<file path="config.mk">
export PLATFORM = sky130hd
export DESIGN_NAME = spi_controller
export DESIGN_NICKNAME = d
export VERILOG_FILES = /design/src/rtl/spi_controller.sv
export SDC_FILE = /design/constraint.sdc
export NUM_CORES = 1
export LEC_CHECK = 0
export ABC_AREA = 1
export CAP_MARGIN = 15
export CELL_PAD_IN_SITES_DETAIL_PLACEMENT = 0
export CELL_PAD_IN_SITES_GLOBAL_PLACEMENT = 1
export CORE_MARGIN = 8
export CORE_UTILIZATION = 40
export DETAILED_ROUTE_END_ITERATION = 8
export GPL_TIMING_DRIVEN = 0
export PLACE_DENSITY_LB_ADDON = 0.1
export RECOVER_POWER = 50
export SETUP_SLACK_MARGIN = 0.3
export SLEW_MARGIN = 5
export SYNTH_ARGS = -nofsm -noshare
export SYNTH_HDL_FRONTEND = slang
export SYNTH_SLANG_ARGS = --single-unit
</file>
<file path="constraint.sdc">
create_clock -name clk -period 2.2 [get_ports clk]
set_input_delay 0.33 -clock clk [delete_from_list [all_inputs] [get_ports clk]]
set_output_delay 0.33 -clock clk [all_outputs]
set_load 0.005 [all_outputs]
</file>
<file path="src/rtl/spi_controller.sv">
// SPI mode-0 write-only controller. Accepts one {addr,data} request and shifts out a
// 16-bit write frame {1'b1, addr[6:0], data[7:0]} MSB first, with chip-select setup,
// hold and inter-frame gap timing sized for a peripheral with 2-flop input synchronisers.
module spi_controller #(
  parameter int unsigned CLK_DIV  = 4,
  parameter int unsigned CS_SETUP = 4,
  parameter int unsigned CS_HOLD  = 4,
  parameter int unsigned CS_GAP   = 8
) (
  input  logic       clk,
  input  logic       rst,
  input  logic       req_valid,
  output logic       req_ready,
  input  logic [6:0] req_addr,
  input  logic [7:0] req_data,
  output logic       busy,
  output logic       done,
  output logic       sclk,
  output logic       ncs,
  output logic       copi
);

  if (CLK_DIV < 2) begin : g_bad_clk_div
    $error("spi_controller: CLK_DIV must be >= 2");
  end
  if (CS_SETUP < 1 || CS_HOLD < 1 || CS_GAP < 1) begin : g_bad_cs_timing
    $error("spi_controller: CS_SETUP, CS_HOLD and CS_GAP must be >= 1");
  end

  // One shared phase counter covers the longest of the timed intervals.
  localparam int unsigned Max1   = (CLK_DIV > CS_SETUP) ? CLK_DIV : CS_SETUP;
  localparam int unsigned Max2   = (CS_HOLD > CS_GAP) ? CS_HOLD : CS_GAP;
  localparam int unsigned CntMax = (Max1 > Max2) ? Max1 : Max2;
  localparam int unsigned CntW   = (CntMax > 1) ? $clog2(CntMax) : 1;

  localparam logic [CntW-1:0] DivLast   = CntW'(CLK_DIV - 1);
  localparam logic [CntW-1:0] SetupLast = CntW'(CS_SETUP - 1);
  localparam logic [CntW-1:0] HoldLast  = CntW'(CS_HOLD - 1);
  localparam logic [CntW-1:0] GapLast   = CntW'(CS_GAP - 1);
  localparam logic [4:0]      NumBits   = 5'd16;

  typedef enum logic [2:0] {
    StIdle,
    StSetup,
    StShift,
    StHold,
    StGap
  } state_e;

  state_e          state_q, state_d;
  logic [CntW-1:0] cnt_q, cnt_d;
  logic [4:0]      bit_cnt_q, bit_cnt_d;
  // Bit 15 goes straight to copi at accept, so only bits 14..0 are kept here.
  logic [14:0]     shift_q, shift_d;
  logic            sclk_q, sclk_d;
  logic            ncs_q, ncs_d;
  logic            copi_q, copi_d;
  logic            done_q, done_d;
  logic            busy_q, busy_d;
  logic [15:0]     frame;

  assign frame = {1'b1, req_addr, req_data};

  // Next-state and next-output logic for the frame sequencer.
  always_comb begin
    state_d   = state_q;
    cnt_d     = cnt_q;
    bit_cnt_d = bit_cnt_q;
    shift_d   = shift_q;
    sclk_d    = sclk_q;
    ncs_d     = ncs_q;
    copi_d    = copi_q;
    done_d    = 1'b0;
    busy_d    = busy_q;

    unique case (state_q)
      StIdle: begin
        if (req_valid) begin
          state_d = StSetup;
          cnt_d   = '0;
          shift_d = frame[14:0];
          ncs_d   = 1'b0;
          sclk_d  = 1'b0;
          copi_d  = frame[15];
          busy_d  = 1'b1;
        end
      end
      StSetup: begin
        if (cnt_q == SetupLast) begin
          state_d   = StShift;
          cnt_d     = '0;
          bit_cnt_d = '0;
        end else begin
          cnt_d = cnt_q + 1'b1;
        end
      end
      StShift: begin
        if (cnt_q == DivLast) begin
          cnt_d = '0;
          if (!sclk_q) begin
            // End of low phase: rising edge, count it (saturates at 16).
            sclk_d = 1'b1;
            if (bit_cnt_q != NumBits) begin
              bit_cnt_d = bit_cnt_q + 5'd1;
            end
          end else if (bit_cnt_q == NumBits) begin
            // Last falling edge: copi keeps bit 0 through HOLD.
            sclk_d  = 1'b0;
            state_d = StHold;
          end else begin
            // Falling edge: present the next bit at the start of the low phase.
            sclk_d  = 1'b0;
            copi_d  = shift_q[14];
            shift_d = {shift_q[13:0], 1'b0};
          end
        end else begin
          cnt_d = cnt_q + 1'b1;
        end
      end
      StHold: begin
        if (cnt_q == HoldLast) begin
          state_d = StGap;
          cnt_d   = '0;
          ncs_d   = 1'b1;
          copi_d  = 1'b0;
          done_d  = 1'b1;
        end else begin
          cnt_d = cnt_q + 1'b1;
        end
      end
      StGap: begin
        if (cnt_q == GapLast) begin
          state_d = StIdle;
          cnt_d   = '0;
          busy_d  = 1'b0;
        end else begin
          cnt_d = cnt_q + 1'b1;
        end
      end
      default: begin
        state_d = StIdle;
      end
    endcase
  end

  // State and output registers with synchronous reset.
  always_ff @(posedge clk) begin
    if (rst) begin
      state_q   <= StIdle;
      cnt_q     <= '0;
      bit_cnt_q <= '0;
      shift_q   <= '0;
      sclk_q    <= 1'b0;
      ncs_q     <= 1'b1;
      copi_q    <= 1'b0;
      done_q    <= 1'b0;
      busy_q    <= 1'b0;
    end else begin
      state_q   <= state_d;
      cnt_q     <= cnt_d;
      bit_cnt_q <= bit_cnt_d;
      shift_q   <= shift_d;
      sclk_q    <= sclk_d;
      ncs_q     <= ncs_d;
      copi_q    <= copi_d;
      done_q    <= done_d;
      busy_q    <= busy_d;
    end
  end

  assign req_ready = (state_q == StIdle);
  assign busy      = busy_q;
  assign done      = done_q;
  assign sclk      = sclk_q;
  assign ncs       = ncs_q;
  assign copi      = copi_q;

endmodule

</file>
== Word-level counts from Yosys, hierarchy flattened ==
Index checks and enable logic that the tools add are counted.

* Register bits: 31
* Input bits: 18
* Logic and storage cells: 84

* Add/subtract/negate cells: 2
* Equality and inequality tests: 18
* Mux-type cells: 37
* Bitwise operators: 1
* Reductions and logical operators: 17

{| class="wikitable"
|+ Operator list
! operator !! count
|-
| 2-to-1 mux 15 bit || 4
|-
| 2-to-1 mux 3 bit || 10
|-
| case mux 15 bit (2 select lines) || 1
|-
| 2-to-1 mux 5 bit || 4
|-
| inequality test 2 bit, second input constant || 10
|-
| case mux 3 bit (5 select lines) || 1
|-
| 2-to-1 mux 1 bit || 11
|-
| case mux 5 bit (2 select lines) || 1
|-
| AND reduction 5 bit || 2
|-
| equality test 3 x 2 -> 1 bit, second input constant || 3
|-
| case mux 3 bit (3 select lines) || 1
|-
| AND reduction 3 bit || 3
|-
| nonzero test 2 bit || 4
|-
| AND reduction 7 bit || 1
|-
| equality test 3 bit, second input constant || 2
|-
| case mux 1 bit (2 select lines) || 3
|-
| AND reduction 6 bit || 1
|-
| nonzero test 3 bit || 2
|-
| adder 5 x 1 -> 5 bit, second input constant || 1
|-
| equality test 5 bit, second input constant || 1
|-
| inequality test 5 bit, second input constant || 1
|-
| adder 3 x 1 -> 3 bit, second input constant || 1
|-
| equality test 3 x 1 -> 1 bit, second input constant || 1
|-
| logical NOT 3 bit || 1
|-
| 5 further kinds || 5
|}

== Longest topological paths before layout ==
* Word-level depth: 5
* Mapped depth: 11
* Gate-level depth less buffers: 11

== Least setup slack after synthesis ==
Ideal clock, no wire load.

* Kind: register -> register
* From: register cnt_q[0]
* To: register shift_q[14]
* Library setup time: 0.112 ns
* Arrival: 1.331 ns
* Data required time: 2.088 ns
* Setup slack: 0.758 ns
* Stages on the path, launching flop included: 10
* Clock period less this slack: 1.442 ns
* Cell sequence: dfxtp_1 > ha_1 > ha_1 > nand2_4 > nand2_4 > nand3_2 > buf_6 > buf_8 > nor2_2 > nor2_1

* Longest elaborated chain between the ends: 3

{| class="wikitable"
|+ RTL lines
! item !! RTL line !! text
|-
| start: declaration || 51 || <nowiki>logic [CntW-1:0] cnt_q, cnt_d;</nowiki>
|-
| start signal: assignment || 160 || <nowiki>cnt_q <= cnt_d;</nowiki>
|-
| equality test 3 x 2 -> 1 bit || 98 || <nowiki>if (cnt_q == DivLast) begin</nowiki>
|-
| inequality test 2 bit (no source line) || n/a ||
|-
| AND reduction 5 bit (no source line) || n/a ||
|-
| end signal: assignment || 162 || <nowiki>shift_q <= shift_d;</nowiki>
|-
| end: declaration || 54 || <nowiki>logic [14:0] shift_q, shift_d;</nowiki>
|}

Every way passes these cells.
A chain may end at the register's enable or synchronous reset.

== Worst setup path in the final report ==
* From: register state_q[2]
* To: register shift_q[14]

* Longest elaborated chain between the ends: 3

{| class="wikitable"
|+ RTL lines
! item !! RTL line !! text
|-
| start: declaration || 50 || <nowiki>state_e state_q, state_d;</nowiki>
|-
| start signal: assignment || 149 || <nowiki>state_q <= StIdle;</nowiki>
|-
| start signal: assignment || 159 || <nowiki>state_q <= state_d;</nowiki>
|-
| equality test 3 x 2 -> 1 bit or logical NOT 3 bit (tied branches) || 76 || <nowiki>unique case (state_q)</nowiki>
|-
| inequality test 2 bit (no source line) or nonzero test 2 bit (tied branches) || n/a ||
|-
| AND reduction 5 bit (no source line) || n/a ||
|}

Several ways; a longest one is shown, not always the timed one.

==> Implementation_results.wiki <==
{| class="wikitable"
! Metric !! Value
|-
| Clock tree skew after final layout || 0.00858 ns
|-
| Layout-stage area growth over the synthesis result || 21.5%
|-
| Final Setup Violations || 0
|-
| Number of levels in the clock H-tree || 2
|-
| R2R Path End || shift_q[14]
|-
| Critical path destination || shift_q[14]
|-
| Cell type with the highest occurrence count on the critical path || nand2_1
|-
| Crit. End Element || register
|-
| Kind of cell adding the most delay to the critical path || simple AND/OR/NAND/NOR gates
|-
| DIE AREA || 6920 um2
|-
| Clock root buffer master || clkbuf_8
|-
| Diodes inserted || 0
|-
| Layout net count || 335
|-
| Share of synthesized registers carrying an async set or reset || 0%
|-
| Initial core utilization || 41.5%
|-
| Core area || 4350 um2
|-
| WP data arrival || 1.99 ns
|-
| Required time worst endpoint || 2.38 ns
|-
| Fraction of final layout cells with drive strength greater than 1 || 10.9%
|-
| Total iterations of the first detailed-routing run || 4
|-
| Num Clock Sinks || 31
|-
| Cts-stage hold buffer count || 0
|-
| Most utilized layer in the global route result || met2
|-
| Register bit count reported by yosys || 31
|-
| Max-slew violation count || 0
|-
| Total routing resource utilization after global routing || 12.3%
|-
| RSZ-0062 raised after global routing || no
|-
| Library cell contributing the largest single delay on the critical path || dfxtp_1
|-
| Peak VDD IR || 543 uV
|-
| Largest stage delay on the critical path || 0.37 ns
|-
| Share of the synthesized area in the top cell type || 34.4%
|-
| Number of vias per cell after detailed routing || 4.65
|-
| Total DRC errors in the routed layout || 0
|-
| Distinct cell type count after synthesis || 25
|-
| Number of DRC markers in iteration 0 || 54
|-
| Leading cell type by number of instances after synthesis || nand2_1
|-
| RD Place Congestion || 0.791
|-
| Status || completed
|-
| Setup TNS after final layout || 0 ns
|-
| Measured slew at the worst slew-check pin || 0.516 ns
|-
| Antenna violations before repair || 0
|-
| Ranking of synthesized cells by instance count || 83 x nand2_1, 48 x nor2_1, 33 x inv_1, 31 x dfxtp_1, 19 x o21ai_0
|-
| Min cycle time layout || 1.81 ns
|-
| Inserted Clock Buffers || 5
|-
| Worst slew margin || 65.6%
|-
| Hold Path Origin || ncs
|-
| Depth of the most critical reg-to-reg path || 11
|-
| Floorplan die width || 83.2 um
|-
| PortBufs || 23
|-
| Total number of yosys warnings || 0
|-
| Start-to-end type of the worst setup path || reg2reg
|-
| Share of the cycle needed by the critical path after routing || 82.3%
|-
| Vias || 1687
|-
| Maximum fanout encountered on the critical timing path || 10
|-
| Top cells by area in the synthesized netlist || dfxtp_1 34%, nand2_1 17%, nor2_1 10%, inv_1 6.9%, o21ai_0 5.3%
|-
| Maximum buffer depth of the clock tree || 2
|-
| Total wire length || 4.06 mm
|-
| Met3 track utilization from global routing || 4.20%
|-
| Cell chain of the critical path || inv_1 -> clkbuf_1 -> nand2_1 -> nor2_8 -> nand2_4 -> nand2_1 -> nand3_2 -> buf_6 -> buf_8 -> nor2_2 -> nor2_1
|-
| Routing usage on met2 || 18.5%
|-
| TritonCTS clock tree || built
|-
| Antenna violation net count after detailed routing || 0
|-
| Overflow left after global routing || 0
|-
| Wire length of the first global-routing pass || 7.15 mm
|-
| Areal power density over the cells || 1260 nW/um2
|-
| Combined buffer and inverter count along the critical path || 4
|-
| Leakage power || 1.09 nW
|-
| Pin count of the biggest net entering global routing || 11
|-
| Highest clock rate || 552 MHz
|-
| Yosys top cell by area || dfxtp_1
|-
| Summed instance area of the synthesized netlist || 1810 um2
|-
| Source of the worst register-to-register timing path || state_q[2]
|-
| Number of I/O pins || 24
|-
| Max-capacitance violation count || 0
|-
| Clock network latency to the later pin of the worst-skew pair || 0.28 ns
|-
| Utilization after layout || 50.4%
|-
| Routing usage on met1 || 15.5%
|-
| Startpoint of the most critical setup path || state_q[2]
|-
| Class of the tightest hold or removal check || reg2reg
|-
| Most instantiated flip-flop cell in the synthesis netlist || dfxtp_1
|-
| Post-synth net total || 302
|-
| Crit path launch type || register
|-
| Portion of the post-synthesis area used by sequential elements || 34.4%
|-
| Sum of net half-perimeters after detailed placement || 2.97 mm
|-
| Syn_area_per_cell || 6.49 um2
|-
| Gate count of the mapped netlist || 278
|-
| Vert. Die Dim || 83.2 um
|-
| Slack of the worst reg-to-reg path || 0.39 ns
|-
| Clock-pin slew on the worst setup and hold paths || 0.06 ns
|-
| Per-cell routed wire length || 11.2 um
|-
| Placement Rows || 24
|-
| Number of hold violations in the final report || 0
|-
| Cell count along the critical path || 11
|-
| Via count of the first global-routing pass || 1617
|-
| Number of enable flip-flop cells after synthesis || 0
|}
## worst min path at each step
stage / cells after the start / to
after floorplan: 2 / shift_q[0]
after global placement: 2 / ncs
after detailed placement: 2 / ncs
after CTS: 2 / shift_q[0]
after global routing: 2 / shift_q[0]
final: 2 / ncs
## timing repair
| action | 4_1_cts | 5_1_grt |
|---|---|---|
| resized for setup | 0 | 2 |
| setup endpoints to repair | 0 | 1 |
| setup buffers | 0 | 3 |
## per-stage QoR
stage          cells  setup slack, ns  cell area (um2)  power [mW]  hold WS (ns)
2_1_floorplan    278            0.758             1810        1.96         0.440
3_3_place_gp     353            0.546             2100        2.33         0.446
3_5_place_dp     353            0.541             2100        2.33         0.452
4_1_cts          360            0.307             2190        2.81         0.463
5_1_grt          363            0.212             2190        3.08         0.484
6_report         363            0.389             2190        2.77         0.458
## cell usage in the layout (no fill, tap or decap), types with 2 or more instances in the layout
| cell | instances |
|---|---|
| buf_6 | 2 |
| buf_4 | 3 |
| clkbuf_8 | 6 |
| clkbuf_1 | 5 |
| nand4_1 | 2 |
| a211oi_1 | 2 |
| dlygate4sd3_1 | 6 |
| nor2_2 | 10 |
| nand3_2 | 3 |
| a21oi_1 | 10 |
| nand2_1 | 86 |
| dfxtp_1 | 31 |
| ha_1 | 6 |
| buf_2 | 3 |
| nand3_1 | 9 |
| nor2_1 | 48 |
| clkdlybuf4s50_1 | 16 |
| nand2_4 | 2 |
| o21ai_0 | 19 |
| inv_1 | 34 |
## layer usage
| metal | share of wire, % | wire length, um |
|---|---|---|
| met5 | 0 | 0 |
| met4 | 1.4 | 55 |
| met3 | 3.9 | 158 |
| met2 | 45 | 1810 |
| met1 | 50 | 2030 |
## tightest hold or removal path: stages (launching register included)
cell	delay, ns
dfxtp_1	0.32
nand2_1	0.05
nand3_1	0.05
## sequential cells by signal, indices dropped and copies added, names as in the netlist
name	count
state_q	3
done	1
shift_q	15
cnt_q	3
copi	1
ncs	1
sclk	1
bit_cnt_q	5
busy	1
## where the power goes
part	leakage, nW	internal [mW]	switching, mW
clock	0.0470	0.245	0.210
combinational	0.785	0.574	0.932
sequential	0.255	0.734	0.0735
total	1.09	1.55	1.22
## cell type report
class | instances | area (um2)
Inverter | 35 | 134
Clock inverter | 1 | 5.00
Fill cell | 486 | 2160
Timing Repair Buffer | 26 | 251
Clock buffer | 6 | 82.6
Tap cell | 52 | 65.1
Sequential cell | 31 | 621
Multi-Input combinational cell | 201 | 960
Buffer | 11 | 75.1
## kinds of logic after synthesis
| family | share of synthesized area (%) |
|---|---|
| AOI/OAI and AO/OA | 9.36 |
| DFF | 34.4 |
| adders and majority gates | 4.16 |
| buffers and inverters | 11.5 |
| xor gates and xnor gates | 0.485 |
| and+or+nand+nor | 40.1 |
Power figures use the tool's default switching activity.
